**src/rtl/sigdel_sample_ctrl.sv**
```systemverilog
// Sample FIFO and oversampling-rate divider that feed a sigma-delta DAC code register.
// Prime/run/underrun sequencing keeps the DAC at mid-scale until enough samples are buffered.
module sigdel_sample_ctrl #(
  parameter int unsigned BITLEN    = 16,
  parameter int unsigned DEPTH     = 8,
  parameter int unsigned PRIME_LVL = 4,
  parameter int unsigned DIVW      = 16
) (
  input  logic                         clk,
  input  logic                         rst,
  input  logic                         en,
  input  logic [DIVW-1:0]              osr_div,
  input  logic [BITLEN-1:0]            s_data,
  input  logic                         s_valid,
  output logic                         s_ready,
  input  logic                         clr_underrun,
  output logic [BITLEN-1:0]            dac_code,
  output logic                         sample_tick,
  output logic                         underrun,
  output logic [$clog2(DEPTH):0]       fifo_level,
  output logic [1:0]                   state
);

  localparam int unsigned AW = $clog2(DEPTH);
  localparam int unsigned LW = AW + 1;
  localparam logic [BITLEN-1:0] MID = BITLEN'(1) << (BITLEN - 1);

  typedef enum logic [1:0] {
    IDLE  = 2'd0,
    PRIME = 2'd1,
    RUN   = 2'd2
  } state_e;

  state_e            state_q, state_d;
  logic [DIVW-1:0]   cnt_q, cnt_d;
  logic [AW-1:0]     wptr_q, wptr_d;
  logic [AW-1:0]     rptr_q, rptr_d;
  logic [LW-1:0]     level_q, level_d;
  logic [BITLEN-1:0] dac_q, dac_d;
  logic              underrun_q, underrun_d;
  logic [BITLEN-1:0] mem_q [DEPTH];

  logic tick_c;
  logic push_c;
  logic pop_c;

  // Ready is gated by rst so no sample is accepted while reset is being applied.
  assign s_ready     = !rst && (state_q != IDLE) && (level_q < LW'(DEPTH));
  assign tick_c      = (state_q == RUN) && (cnt_q == DIVW'(0));
  assign push_c      = s_valid && s_ready && en;
  assign pop_c       = tick_c && (level_q != LW'(0));

  assign sample_tick = tick_c;
  assign dac_code    = dac_q;
  assign underrun    = underrun_q;
  assign fifo_level  = level_q;
  assign state       = state_q;

  // Next-state for FSM, divider, FIFO pointers and output registers.
  always_comb begin
    state_d    = state_q;
    cnt_d      = cnt_q;
    wptr_d     = wptr_q;
    rptr_d     = rptr_q;
    level_d    = level_q;
    dac_d      = dac_q;
    underrun_d = underrun_q;

    if (clr_underrun) begin
      underrun_d = 1'b0;
    end

    if (!en) begin
      state_d = IDLE;
      cnt_d   = DIVW'(0);
      wptr_d  = AW'(0);
      rptr_d  = AW'(0);
      level_d = LW'(0);
      dac_d   = MID;
    end else begin
      if (push_c) begin
        wptr_d = wptr_q + AW'(1);
      end
      if (pop_c) begin
        rptr_d = rptr_q + AW'(1);
        dac_d  = mem_q[rptr_q];
      end
      if (push_c && !pop_c) begin
        level_d = level_q + LW'(1);
      end else if (!push_c && pop_c) begin
        level_d = level_q - LW'(1);
      end

      unique case (state_q)
        IDLE: begin
          state_d = PRIME;
          cnt_d   = DIVW'(0);
        end
        PRIME: begin
          if (level_q >= LW'(PRIME_LVL)) begin
            state_d = RUN;
            cnt_d   = osr_div;
          end
        end
        RUN: begin
          if (tick_c) begin
            cnt_d = osr_div;
            // Starved tick: hold the last code and re-prime the buffer.
            if (level_q == LW'(0)) begin
              underrun_d = 1'b1;
              state_d    = PRIME;
            end
          end else begin
            cnt_d = cnt_q - DIVW'(1);
          end
        end
        default: begin
          state_d = IDLE;
          cnt_d   = DIVW'(0);
        end
      endcase
    end
  end

  always_ff @(posedge clk) begin
    if (rst) begin
      state_q    <= IDLE;
      cnt_q      <= DIVW'(0);
      wptr_q     <= AW'(0);
      rptr_q     <= AW'(0);
      level_q    <= LW'(0);
      dac_q      <= MID;
      underrun_q <= 1'b0;
    end else begin
      state_q    <= state_d;
      cnt_q      <= cnt_d;
      wptr_q     <= wptr_d;
      rptr_q     <= rptr_d;
      level_q    <= level_d;
      dac_q      <= dac_d;
      underrun_q <= underrun_d;
    end
  end

  // Sample storage needs no reset; occupancy is tracked by the pointers.
  always_ff @(posedge clk) begin
    if (push_c) begin
      mem_q[wptr_q] <= s_data;
    end
  end

endmodule

```
**config.mk**
```make
export PLATFORM = sky130hd
export DESIGN_NAME = sigdel_sample_ctrl
export DESIGN_NICKNAME = d
export VERILOG_FILES = /design/src/rtl/sigdel_sample_ctrl.sv
export SDC_FILE = /design/constraint.sdc
export NUM_CORES = 1
export LEC_CHECK = 0
export ABC_AREA = 1
export CAP_MARGIN = 5
export CORE_MARGIN = 1.5
export CORE_UTILIZATION = 55
export CTS_CLUSTER_SIZE = 24
export DETAILED_ROUTE_END_ITERATION = 8
export GPL_TIMING_DRIVEN = 0
export MAX_ROUTING_LAYER = met4
export PLACE_DENSITY = 0.78
export SETUP_SLACK_MARGIN = 0.15
export SYNTH_ARGS = -nofsm -noshare
export SYNTH_HDL_FRONTEND = slang
export SYNTH_SLANG_ARGS = --single-unit
```
**constraint.sdc**
```tcl
create_clock -name clk -period 4.7 [get_ports clk]
set_input_delay 0.705 -clock clk [delete_from_list [all_inputs] [get_ports clk]]
set_output_delay 0.705 -clock clk [all_outputs]
set_load 0.005 [all_outputs]
```
**Word-level counts from Yosys, hierarchy flattened**

Memories as Yosys holds them, arrays and structs flattened. A register that Yosys moved wholly into a read port is not among the register bits.
Cells that the tools add are included.

- Memories: 1
- Output and inout port bits: 25
- Bits of input ports: 37
- Flip-flop bits (word level): 29
- Word-level logic and storage cells: 55
- Memory bits (writable): 128

- Equality and inequality tests: 5
- Bitwise logic cells: 1
- $add $sub $neg: 5
- Reductions and logical operators: 19
- Mux-type cells: 16
- $lt $le $gt $ge: 2

Memories:

| memory | words | bits a word | rd ports | clocked after memory_dff | wr ports | RTL line | source |
|---|---|---|---|---|---|---|---|
| mem_q | 8 | 16 | 1 | 1 | 1 | 41 | `logic [BITLEN-1:0] mem_q [DEPTH];` |

Operators with widths:

| cell | number |
|---|---|
| 16-bit 2-to-1 mux | 2 |
| 16-bit one-hot mux with 2 select lines | 1 |
| 16-bit zero test | 1 |
| 16-bit by 1-bit subtractor with 16-bit output (second input constant) | 1 |
| 1-bit logical AND | 8 |
| 4-bit 2-to-1 mux | 2 |
| 1-bit 2-to-1 mux | 7 |
| 3-bit by 1-bit adder with 3-bit output (second input constant) | 2 |
| 2-bit 2-to-1 mux | 3 |
| 2-bit one-hot mux with 3 select lines | 1 |
| 4-bit by 1-bit adder with 4-bit output (second input constant) | 1 |
| 4-bit by 3-bit >= comparator with 1-bit output (second input constant) | 1 |
| 4-bit zero test | 1 |
| 4-bit less-than comparator (second input constant) | 1 |
| 2-bit inequality test (second input constant) | 2 |
| 2-bit nonzero test | 2 |
| 4-bit nonzero test | 1 |
| 4-bit by 1-bit subtractor with 4-bit output (second input constant) | 1 |
| 1-bit zero test | 3 |
| 3-bit AND reduction | 1 |
| 2-bit by 1-bit equality test with 1-bit output (second input constant) | 1 |
| 2-bit equality test (second input constant) | 1 |
| 2-bit zero test | 1 |
| 2-bit by 1-bit inequality test with 1-bit output (second input constant) | 1 |
| 2 further kinds | 2 |

**Logic depth before layout (Yosys ltp)**

- Word-level depth: 9
- Mapped depth: 18
- Mapped depth without buffers: 18

**Worst setup path after synthesis**

No wires, ideal clock.

- Path type: reg-to-reg
- From: register state_q[0] (netlist: state[0])
- To: memory mem_q[2][0] (enable)
- Setup time: 409 ps
- Required time: 4,291 ps
- Buffers on the path: 0
- Path slack: 1,785 ps
- Clock period less this slack: 2,915 ps
- Stages on the path, launching flop included: 8
- Arrival: 2,506 ps
- Cells stage by stage: dfxtp_1 -> inv_1 -> ha_1 -> nor3_1 -> nand3_1 -> inv_1 -> nand2_1 -> nor3_1

- Word-level cells in the longest chain between the ends: 7

RTL lines:

| item | RTL line | source |
|---|---|---|
| start: declaration | 34 | `state_e state_q, state_d;` |
| start signal: assignment | 135 | `state_q <= state_d;` |
| 2-bit nonzero test | 48 | `assign s_ready = !rst && (state_q != IDLE) && (level_q < LW'(DEPTH));` |
| 1-bit logical AND (2 in a row) | 48 |  |
| named net s_ready | 15 | `output logic s_ready,` |
| 1-bit logical AND (2 in a row) | 50 | `assign push_c = s_valid && s_ready && en;` |
| named net push_c | 44 | `logic push_c;` |
| 1-bit 2-to-1 mux | 147 | `if (push_c) begin` |
| 1-bit 2-to-1 mux (implied by the code) | 148 | `mem_q[wptr_q] <= s_data;` |
| end: declaration | 41 |  |

The timed path passes the listed nets, and every way through them passes these cells.

**Final worst setup path**

- From: register cnt_q[0]
- To: output sample_tick

- Word-level cells in the longest chain between the ends: 2

RTL lines:

| item | RTL line | source |
|---|---|---|
| start: declaration | 35 | `logic [DIVW-1:0] cnt_q, cnt_d;` |
| start signal: assignment | 136 | `cnt_q <= cnt_d;` |
| 16-bit zero test | 49 | `assign tick_c = (state_q == RUN) && (cnt_q == DIVW'(0));` |
| 1-bit logical AND | 49 |  |
| end: declaration | 18 | `output logic sample_tick,` |

Every way passes these cells.

==> impl_metrics.ini <==
[timing]
clock.fmax_ghz = 0.332
finClkSkew_ns = 0.00959
period_share_pct = 64.1
max_slew_margin_pct = 41.0
setup_viol = 0
rsz0062_at_grt = no
period_needed_ns = 3.01
tns_ns = 0
finalMaxSlewViolations = 0
worst_pin_slew_ns = 0.880
hold_viol = 0

[pwr]
p_leak_uw = 0.00326
power_density_mw_per_mm2 = 351
vdd_ir_drop_max_uv = 249

[global_routing]
grt_max_degree = 17
antenna_found_initial = 0
grt_pass1_wl_um = 29400
grt_pass1_vias = 5754
gr-total-overflow = 0
grt_use_total_pct = 28.0

[yosys]
synth.most_common_cell = nand2_1
synth-compound-area-share_pct = 10.9
synth_common_cells = nand2_1, edfxtp_1, nor2_1
postSynthNetCount = 757
seq_area_frac_synth_pct = 63.5
netlist.area_leader.share_pct = 51.5
synth_top_area_cell = edfxtp_1
yosysWarnings = 0
ys.flop_type = edfxtp_1
synth-adder-area-share_pct = 2.11
synth_top_family_by_area = simple AND/OR/NAND/NOR gates
synth_edf_count = 128
ys_types = 38
avgSynthCellArea_um2 = 10.5
synth_simple_gate_area_share_pct = 16.4
synth.cell_area_mm2 = 0.00747
synth_cells = 708
yosys-top-cells-area = edfxtp_1, dfxtp_1, nand2_1, nor2_1, o21ai_0
async_reset_ff_share_pct = 0
synth_mux_area_share_pct = 2.01
synth-seq-cells = 173
synth_xor_area_share_pct = 1.17

[cells_and_area]
syn_to_final_growth_pct = 21.0
register_area_mm2 = 0.00474
num-fill-cells = 959
layout.nets = 848
diodes = 0
multi_input_area_mm2 = 0.00246
drive_gt1_share_pct = 8.99
final_area_mm2 = 0.00904

[worst_setup_path]
path_depth = 7
crit_buf_inv = 3
rrSetupSlack_ns = 1.81
path_class = flop to output port
cp.required_ns = 3.99
cpMostUsedCell = inv_1
cp-end-kind = output port
crit_path_start_kind = flop
r2r.worst_path.cells = 16
cp_top_family = buffers and inverters
cp_data_arrival_time_ns = 2.31
crit_fanout = 7
critPathSlowestCell = clkdlybuf4s50_1
path_cells = inv_1, ha_1, nand3_2, nor2_4, nand3_4, inv_1, clkdlybuf4s50_1
slowest_delay_ns = 0.52

[clock_tree]
clock_sinks = 173
cts_max_level = 4
postCtsHoldBufs = 0
insertion_delay_ns = 0.43
cts_tree = built
clock-root-buffer = clkbuf_16
cts_made_buffers = 17
post_cts_buffers = 0
clk_pin_slew_ns = 0.06
clk_path_buf_depth = 2
cts_resized = 0

[run_status]
status = finished, final reports clean

[min_path]
hold_class = flop to flop
min_path_cells = 2

[die]
die_y_um = 120
dieArea_mm2 = 0.0143
start_util_pct = 56.4
ioPinCount = 62
rows = 42
core_area_mm2 = 0.0132
die_x_um = 120

[routing]
num_vias = 5725
drcViolationCount = 0
routedWlPerCell_um = 19.2
via_per_inst = 5.79
wl_um = 19000
ant_nets = 0
first_pass_iters = 6
drtIter0Drc = 713

[job]
cap_viol_max_count = 0

[placed_design]
placed_cell_area_mm2 = 0.00847
portBuffers = 61
gp_congestion = 0.882
dp_hpwl_um = 12500
## power by group
group,switching [uW],internal [uW]
Combinational,98.3,66.2
Clock,562,800
Sequential,5.46,1640
## cell type report
class                      instances  share of cell area, %
multi-input combinational        465                   27.2
inverter                          37                   1.54
timing repair buffer              72                   8.29
buffer                            33                   1.69
clock buffer                      23                   5.07
sequential                       173                   52.5
clock inverter                     9                   1.23
tap                              176                   2.44
## cells in the final DEF, fill, tap and decap left out, types with 17 or more instances in the layout
master           Yosys  final
clkbuf_16            0     17
clkdlybuf4s50_1      0     61
o21ai_1             17     17
inv_1               33     33
o32ai_1             18     18
nand2_1            147    147
nor2_1             102     98
clkbuf_1            20     25
edfxtp_1           128    128
o21ai_0             45     45
a21oi_1             28     28
dfxtp_1             45     45
## logic make-up after synthesis
| kind of cell | count (synthesis) |
|---|---|
| and+or+nand+nor | 288 |
| DFF | 173 |
| AOI/OAI and AO/OA | 140 |
| buffers and inverters | 70 |
| muxes | 15 |
| adders and majority gates | 12 |
| xor gates and xnor gates | 10 |
## worst paths after layout
check	startpoint	endpoint
worst max-delay path	cnt_q[0]	sample_tick
worst min-delay path	underrun	underrun
worst max register to register	state[0]	fifo_level[3]
worst min register to register	underrun	underrun
## worst register-to-register path, cell delays in order (launching register included)
cell and delay [ns]:
dfxtp_1 0.43, inv_1 0.11, ha_1 0.22, nor3_1 0.32
nand3_1 0.23, inv_1 0.17, ha_1 0.21, inv_1 0.09
ha_1 0.29, nand2_1 0.07, nand2_1 0.05, a21oi_1 0.17
nor2_1 0.06, nor2_1 0.09, nand2_1 0.07, o21ai_0 0.15
a21oi_1 0.06
## stage by stage
step | std cells | worst slack (ns) | util, % | power [uW] | hold WS (ns)
floorplan | 708 | 1.78 | - | 1760 | 0.457
detailed placement | 956 | 1.43 | 63.9 | 1840 | 0.484
global route | 988 | 1.57 | 68.2 | 3250 | 0.526
global placement | 945 | 0.0438 | 62.7 | 1840 | 0.457
finish | 988 | 1.69 | 68.2 | 3180 | 0.488
CTS | 988 | 1.69 | 68.2 | 3170 | 0.502
## state kept, by name (all words and copies together), names as in the netlist
register and flops:
fifo_level 4, dac_code 16, underrun 1, rptr_q 3
mem_q 128, cnt_q 16, state 2, wptr_q 3
## routing by layer
layer / up-vias / global-route usage (%) / part of all wire (%)
met1: 2729 / 34.8 / 41
met5: - / - / 0
li1: 2661 / - / -
met3: 38 / 4.94 / 7.9
met2: 297 / 45.8 / 49
met4: 0 / 11.4 / 2.0
Power figures use the tool's default switching activity.
